### src/rtl/conv_pkg.sv
// Shared types and widths for the convolution window accumulator.
// The FSM walks each sample through a two-step byte-serial add.
package conv_pkg;

  localparam int BYTE_W = 8;
  localparam int ACC_W  = 16;
  localparam int CNT_W  = 10;

  typedef enum logic [1:0] {
    IDLE   = 2'd0,
    ADD_LO = 2'd1,
    ADD_HI = 2'd2,
    OUT    = 2'd3
  } state_e;

endpackage

### src/rtl/conv_window_accum_adder.sv
// 8-bit carry-lookahead adder: every carry is a flat AND-OR of generate/propagate terms.
// Gate reports the group generate, i.e. carry-out assuming a zero carry-in.
module Lookahead_8Bit #(
  parameter int N = 7
) (
  input  logic [N:0] A,
  input  logic [N:0] B,
  input  logic       Cin,
  output logic [N:0] S,
  output logic       Cout,
  output logic       Gate
);

  logic [N:0]   gen;
  logic [N:0]   prop;
  logic [N+1:0] carry;

  // Carry into bit i+1: any generate at j<=i whose path up to i propagates, or Cin propagated through all.
  function automatic logic lookahead(input logic [N:0] g, input logic [N:0] p,
                                     input logic cin, input int msb);
    logic c;
    logic run;
    c   = 1'b0;
    run = 1'b1;
    for (int j = msb; j >= 0; j--) begin
      c   = c | (run & g[j]);
      run = run & p[j];
    end
    return c | (run & cin);
  endfunction

  assign gen      = A & B;
  assign prop     = A ^ B;
  assign carry[0] = Cin;

  genvar gi;
  generate
    for (gi = 0; gi <= N; gi++) begin : g_carry
      assign carry[gi+1] = lookahead(gen, prop, Cin, gi);
    end
  endgenerate

  assign S    = prop ^ carry[N:0];
  assign Cout = carry[N+1];
  assign Gate = lookahead(gen, prop, 1'b0, N);

endmodule

### src/rtl/conv_window_accum.sv
// Sums TAPS unsigned bytes per window through one shared 8-bit adder (low byte, then high byte),
// with a sticky overflow flag and a valid/ready handshake on both sides.
module conv_window_accum
  import conv_pkg::*;
#(
  parameter int TAPS = 9
) (
  input  logic              clk,
  input  logic              rst_n,
  input  logic              in_valid,
  output logic              in_ready,
  input  logic [BYTE_W-1:0] in_data,
  output logic              out_valid,
  input  logic              out_ready,
  output logic [ACC_W-1:0]  out_sum,
  output logic              out_ovf
);

  localparam logic [CNT_W-1:0] TAPS_CNT = CNT_W'(TAPS);

  state_e             state_q, state_d;
  logic [ACC_W-1:0]   acc_q, acc_d;
  logic [BYTE_W-1:0]  op_q, op_d;
  logic               carry_q, carry_d;
  logic               ovf_q, ovf_d;
  logic [CNT_W-1:0]   tap_cnt_q, tap_cnt_d;

  logic [BYTE_W-1:0]  add_a;
  logic [BYTE_W-1:0]  add_b;
  logic               add_cin;
  logic [BYTE_W-1:0]  add_s;
  logic               add_cout;

  // Operand mux: the high-byte pass adds only the carry saved from the low-byte pass.
  always_comb begin
    add_a   = acc_q[BYTE_W-1:0];
    add_b   = op_q;
    add_cin = 1'b0;
    if (state_q == ADD_HI) begin
      add_a   = acc_q[ACC_W-1:BYTE_W];
      add_b   = '0;
      add_cin = carry_q;
    end
  end

  Lookahead_8Bit #(
    .N(7)
  ) u_adder (
    .A   (add_a),
    .B   (add_b),
    .Cin (add_cin),
    .S   (add_s),
    .Cout(add_cout),
    .Gate()
  );

  always_comb begin
    state_d   = state_q;
    acc_d     = acc_q;
    op_d      = op_q;
    carry_d   = carry_q;
    ovf_d     = ovf_q;
    tap_cnt_d = tap_cnt_q;
    case (state_q)
      IDLE: begin
        if (in_valid) begin
          op_d    = in_data;
          state_d = ADD_LO;
        end
      end
      ADD_LO: begin
        acc_d[BYTE_W-1:0] = add_s;
        carry_d           = add_cout;
        state_d           = ADD_HI;
      end
      ADD_HI: begin
        acc_d[ACC_W-1:BYTE_W] = add_s;
        ovf_d                 = ovf_q | add_cout;
        tap_cnt_d             = tap_cnt_q + 1'b1;
        state_d               = (tap_cnt_d == TAPS_CNT) ? OUT : IDLE;
      end
      OUT: begin
        if (out_ready) begin
          acc_d     = '0;
          ovf_d     = 1'b0;
          tap_cnt_d = '0;
          state_d   = IDLE;
        end
      end
      default: state_d = IDLE;
    endcase
  end

  always_ff @(posedge clk) begin
    if (!rst_n) begin
      state_q   <= IDLE;
      acc_q     <= '0;
      op_q      <= '0;
      carry_q   <= 1'b0;
      ovf_q     <= 1'b0;
      tap_cnt_q <= '0;
    end else begin
      state_q   <= state_d;
      acc_q     <= acc_d;
      op_q      <= op_d;
      carry_q   <= carry_d;
      ovf_q     <= ovf_d;
      tap_cnt_q <= tap_cnt_d;
    end
  end

  assign in_ready  = (state_q == IDLE);
  assign out_valid = (state_q == OUT);
  assign out_sum   = acc_q;
  assign out_ovf   = ovf_q;

endmodule

### config.mk
export PLATFORM = sky130hd
export DESIGN_NAME = conv_window_accum
export DESIGN_NICKNAME = d
export VERILOG_FILES = /design/src/rtl/conv_pkg.sv /design/src/rtl/conv_window_accum_adder.sv /design/src/rtl/conv_window_accum.sv
export SDC_FILE = /design/constraint.sdc
export NUM_CORES = 1
export LEC_CHECK = 0
export BUFFER_PORTS_ARGS = -buffer_cell sky130_fd_sc_hd__buf_2
export CAP_MARGIN = 10
export CORE_ASPECT_RATIO = 1.75
export CORE_UTILIZATION = 30
export DETAILED_ROUTE_END_ITERATION = 12
export PLACE_DENSITY = 0.51
export SLEW_MARGIN = 20
export SYNTH_ARGS = -nofsm -noshare
export SYNTH_HDL_FRONTEND = slang
export SYNTH_SLANG_ARGS = --single-unit
### constraint.sdc
create_clock -name clk -period 3 [get_ports clk]
set_input_delay 0.45 -clock clk [delete_from_list [all_inputs] [get_ports clk]]
set_output_delay 0.45 -clock clk [all_outputs]
set_load 0.03 [all_outputs]
==> results of run 1 <==
==> area by class of cell <==
cell class | count | area, sq um | share of cell area (%)
tap | 86 | 107.6 | 4.087
clock buffer | 7 | 132.6 | 5.038
sequential | 38 | 760.7 | 28.90
inverter | 10 | 37.54 | 1.426
multi-input combinational | 211 | 1391 | 52.85
timing repair buffer | 37 | 202.7 | 7.700
==> worst max-delay path by stage <==
| stage | slack (ps) | depth (start not counted) | startpoint | endpoint |
|---|---|---|---|---|
| 6_report | 300 | 8 | state_q[1] | carry_q |
| 5_1_grt | 90 | 11 | state_q[1] | carry_q |
| 4_1_cts | 300 | 8 | state_q[1] | carry_q |
| 3_5_place_dp | 330 | 8 | state_q[1] | carry_q |
| 3_3_place_gp | 340 | 11 | state_q[1] | carry_q |
| 2_1_floorplan | 120 | 12 | state_q[1] | carry_q |
==> power by group through the flow <==
| stage | combinational, uW | clock (uW) | sequential [uW] |
|---|---|---|---|
| after floorplan | 87.9 | 0 | 545 |
| final | 135 | 498 | 528 |
| after global routing | 151 | 530 | 529 |
| after detailed placement | 137 | 0 | 539 |
| after global placement | 137 | 0 | 538 |
| after CTS | 137 | 516 | 528 |
==> flip-flops by register name (all words and copies together), names as in the netlist <==
signal and flops:
tap_cnt_q 10, state_q 2, op_q 8, carry_q 1, out_sum 16, out_ovf 1
==> metrics by stage <==
stage	instance area [sq um]	total power [uW]	utilization, %	cells
finish	2633	1160	36.40	389
global route	2633	1211	36.40	389
CTS	2633	1181	36.40	389
detailed placement	2500	675.6	34.56	382
global placement	2500	675.3	34.56	382
floorplan	2262	632.6	-	274
==> per-layer routing <==
layer / share of wire (%) / up-vias / wire length (um)
li1: - / 1031 / -
met1: 41 / 942 / 2344
met2: 53 / 36 / 3024
met3: 2.4 / 11 / 136
met4: 3.7 / 0 / 213
met5: 0 / - / 0
==> worst max-delay path: cells and delay by family, from the launching register on <==
family / cells / cell delay [ps]
AOI/OAI and AO/OA: 3 / 910
DFF: 1 / 370
and+or+nand+nor: 4 / 950
adders and majority gates: 1 / 330
==> cells in the final DEF, fill, tap and decap left out, drive strengths merged, types with 7 or more instances in the layout <==
cell type / synthesis / layout
and2: 10 / 10
nor2: 15 / 15
a21boi: 13 / 13
nand3: 16 / 16
a21oi: 8 / 8
clkbuf: 7 / 7
nand2: 48 / 48
buf: 8 / 37
dfxtp: 38 / 38
o21ai: 14 / 14
nor2b: 10 / 10
ha: 10 / 10
inv: 9 / 9
==> logic make-up after synthesis <==
kind of cell	count (synthesis)	share of synthesized area, %
compound gates	68	23.12
xor+xnor	8	3.097
fa+ha+maj	11	6.416
buf+inv	25	4.867
flops	38	33.63
mux	1	0.4425
simple gates	123	28.43
==> metrics.txt, run 1 <==
Critical Path Max Stage Delay=430 ps; post-synth top area share=33.63%; setup_tns=0 ps; nets=326; Layout area overhead=16.37%; total wire length=5720 um; # hold bufs at CTS=0; Setup Skew=4.587 ps; Reg power frac=45.5%; Num Clock Sinks=38; Sw Share=24.81%; pwr/cell area=440.7 nW/um^2; Die H=116.9 um; I/O Buffers=30; most common cell in the netlist=nand2_1; Final Max Tran Viols=0; worst skew pair latency=280 ps; Mapped Nets=297; DR vias=2020; start point of the worst hold path=in_data[6]; gr ovfl total=0; clock slew at reported path FFs=60 ps; post-route ant nets=0; Antenna Cells=0; Avg Inst Size Synth=8.256 sq um; IO Count=31; post-DP HPWL=4355 um; TritonCTS Buffers=5; Tmin final=2701 ps; met3 Track Usage GR=3.004%; final setup violating endpoints=0; worst slew pin tran=841.6 ps; HP Class=primary input to flip-flop; first-pass iteration count of the detailed router=4; Mapped Area=2262 sq um; unrepaired setup endpoints after global routing=false; residual DRC count=0; Final WS setup=299.2 ps; largest net degree at the start of global routing=27; Worst Hold Path EP=op_q[6]; Critical Path Sink Type=flip-flop; CP Class=flip-flop to flip-flop; async set or reset register ratio after synthesis=0%; synth warn=0; clock power share=42.9%; Hold Path Depth=3; Final Hold Vio Count=0; max_cap viols=0; crit start category=flip-flop; Syn Inst Count=274; status=complete, no violations; Core Region=7233 sq um; switching pwr=287.8 uW; share of post-route cells with drive strength above 1=18.81%; Starting DRT DRC Count=114; first-pass GRT wire length=9535 um; synthesized flop and latch total=38; Cell Rows=41; Internal Power=872.3 uW; Lkg Pwr=0.001139 uW; crit path DAT=2850 ps; DR WL/cell=14.70 um; # fillers=763; H-tree depth=2; routing usage on met2=28.25%; CTS tree=built; R2R Path End=carry_q; top post-synthesis cells by area=dfxtp_1 (34%), nand2_1 (8.0%), ha_1 (5.5%); period utilization=90.03%; reg-to-reg slack, setup=300 ps; initial antenna violation count=0; cell taking the most area after synthesis=dfxtp_1; depth of the most critical reg-to-reg path=8; vias in the first global route=1981; critical-path maximum fanout=12; data required time of the worst path=3150 ps; CTS Root Cell=clkbuf_16; EDFF count, synth=0; VDD IR max=351.2 uV; met1 usage=17.71%; Total GRT Usage=16.20%; GRT busiest layer=met2; # Post-CTS Setup Buffers=0; area of the die=7905 sq um; width of the chip=67.64 um; Achievable Freq=0.3703 GHz; cts repair resizes=0; most used flip-flop cell after synthesis=dfxtp_1; register area share after synthesis=33.63%; most frequent cells after synthesis=nand2_1 (48), dfxtp_1 (38), nor2_1 (15); synth unique cells=57; slowest CP cell=a2111oi_4; Slew headroom=43.88%; critical-path cell list=nand2b_1, and2_1, ha_1, and2_4, a221o_2, a2111oi_4, or3b_1, a31oi_1; WHS=417.1 ps; CTS Buffer Depth=2; RePlAce Congestion=0.7657; Post-Place Worst Slack=328.9 ps; Vias per Instance=5.193; Starting Density=31.27%; Reg-to-Reg Start=state_q[1]; Logic pwr share=11.6%
(Power assumes the default switching activity.)
==> inputs of run 2 (changes only) <==
--- a/config.mk
+++ b/config.mk
@@ -5,7 +5,7 @@
 export SDC_FILE = /design/constraint.sdc
 export NUM_CORES = 1
 export LEC_CHECK = 0
-export BUFFER_PORTS_ARGS = -buffer_cell sky130_fd_sc_hd__buf_2
+export BUFFER_PORTS_ARGS = -buffer_cell sky130_fd_sc_hd__buf_4
 export CAP_MARGIN = 10
 export CORE_ASPECT_RATIO = 1.75
 export CORE_UTILIZATION = 30
@@ -14,4 +14,5 @@
 export SLEW_MARGIN = 20
 export SYNTH_ARGS = -nofsm -noshare
 export SYNTH_HDL_FRONTEND = slang
+export SYNTH_HIERARCHICAL = 1
 export SYNTH_SLANG_ARGS = --single-unit
==> metrics.txt, run 2 <==
met3 wire len=181 um (+33%); final setup violating endpoints=0 (unchanged); Post-Place Worst Slack=345.1 ps (+16.18 ps); largest net degree at the start of global routing=40 (+48%); # fillers=784 (+2.8%); Antenna Cells=0 (unchanged); Final Hold Vio Count=0 (unchanged); residual DRC count=0 (unchanged); clock slew at reported path FFs=60 ps (about the same); commonest non-fill, non-tap cell in the layout=nand2_1; DR vias=2089 (+3.4%); max reg flops=16 (unchanged); worst slew pin tran=830.7 ps (-10.96 ps); Starting DRT DRC Count=103 (-9.6%); vias in the first global route=1992 (+0.56%); Core Region=7284 sq um (+0.71%); CP Class=flip-flop to flip-flop; Final Max Tran Viols=0 (unchanged); CTS tree=built; HP Class=primary input to flip-flop; Met2 Wirelength=3469 um (+15%); max_cap viols=0 (unchanged); Final WS setup=291.5 ps (-7.733 ps); start point of the worst hold path=in_data[6]; Critical Path Sink Type=flip-flop; VDD IR max=469.1 uV (+34%); Slew headroom=44.51% (+0.62 points); I/O Buffers=30 (unchanged); depth of the most critical reg-to-reg path=9 (+1); Mapped Nets=308 (+3.7%); Total GRT Usage=17.72% (+1.5 points); worst setup path startpoint=state_q[0]; Cell Area, Placed=2580 sq um (+3.2%); Syn Inst Count=284 (+3.6%); multi-input logic area=1406 sq um (+1.1%); gr ovfl total=0 (unchanged); share of post-route cells with drive strength above 1=15.11% (-3.7 points); worst skew pair latency=280 ps (about the same); Avg Inst Size Synth=8.001 sq um (-3.1%); Storage cell area=760.7 sq um (unchanged); # Post-CTS Setup Buffers=0 (unchanged); Vias per Instance=5.262 (+1.3%); final non-filler cell area=2779 sq um (+5.6%); critical-path maximum fanout=19 (+7); Setup Skew=2.157 ps (-2.430 ps); highest routed layer=met4; Tmin final=2709 ps (+7.733 ps); most frequent cells in the layout=nand2_1 (53), dfxtp_1 (38), buf_4 (32), nor2b_1 (21), a22oi_1 (17); unrepaired setup endpoints after global routing=false; status=complete, no violations; first-pass iteration count of the detailed router=4 (unchanged); Die H=117.1 um (+0.21%); Num Clock Sinks=38 (unchanged); WHS=421.3 ps (+4.254 ps); RePlAce Congestion=0.9080 (+19%); pwr/cell area=499.7 nW/um^2 (+13%); data required time of the worst path=3220 ps (+70 ps); width of the chip=67.79 um (+0.21%); DR WL/cell=15.66 um (+6.5%); total wire length=6216 um (+8.7%); Layout area overhead=22.30%; H-tree depth=2 (unchanged); post-DP HPWL=4504 um (+3.4%); IO Count=31 (unchanged); TritonCTS Buffers=5 (unchanged); nets=334 (+2.5%); Reg-to-Reg Start=state_q[0]; period utilization=90.28% (+0.26 points); Lkg Pwr=0.001114 uW (-2.2%); CTS Root Cell=clkbuf_16; crit start category=flip-flop; crit path DAT=2930 ps (+80 ps); Mapped Area=2272 sq um (+0.44%); initial antenna violation count=0 (unchanged); met1 wire length=2358 um (+0.60%); Achievable Freq=0.3692 GHz (-0.29%); Hold Path Depth=3 (unchanged); post-route ant nets=0 (unchanged); # hold bufs at CTS=0 (unchanged); area of the die=7939 sq um (+0.43%); first-pass GRT wire length=10010 um (+5.0%); synth warn=6 (+6); Starting Density=31.19% (-0.083 points); setup_tns=0 ps (unchanged); CTS Buffer Depth=2 (unchanged); Cell Rows=41 (unchanged)
==> run 2: worst max-delay path, stage by stage, from the launching register on <==
cell      delay [ps]
dfxtp_1          520
nand2b_1         300
buf_4            280
and2_1           160
ha_1             270
a21oi_1          270
mux2_2           370
nor3_1           200
a22oi_1          130
nor2b_1          140
==> run 2: through the flow <==
step	total power, uW	std cells	util (%)
floorplan	638.0	284	-
global placement	689.5	389	35.42
detailed placement	690.3	389	35.42
CTS	1408	397	38.15
global route	1448	397	38.15
finish	1389	397	38.15
==> run 2: layout make-up <==
cell class,count,share of cell area [%]
multi-input combinational,220,50.61
sequential,38,27.38
timing repair buffer,33,9.365
clock buffer,6,4.998
tap,86,3.872
clock inverter,2,2.161
inverter,12,1.621
==> run 2: routing by layer <==
layer	up-vias	GRT usage, %
met2	32	31.49
met1	993	18.94
li1	1052	-
met5	-	0
met4	0	9.583
met3	12	3.682
==> run 2: path summary, 6_finish.rpt <==
kind / slack [ps] / to
max: 290 / out_sum[7]
min: 420 / op_q[6]
max reg2reg: 290 / out_sum[7]
min reg2reg: 470 / op_q[1]
==> run 2: what timing repair did <==
item                                   in CTS  in global routing
resized for setup                           0                  1
endpoints found under the hold margin       0                  0
setup endpoints to repair                   0                  1
==> run 2: power breakdown <==
part	switching [uW]	total (uW)	internal, uW
clock	211	711	499
sequential	12.5	531	518
combinational	87.0	147	60.3
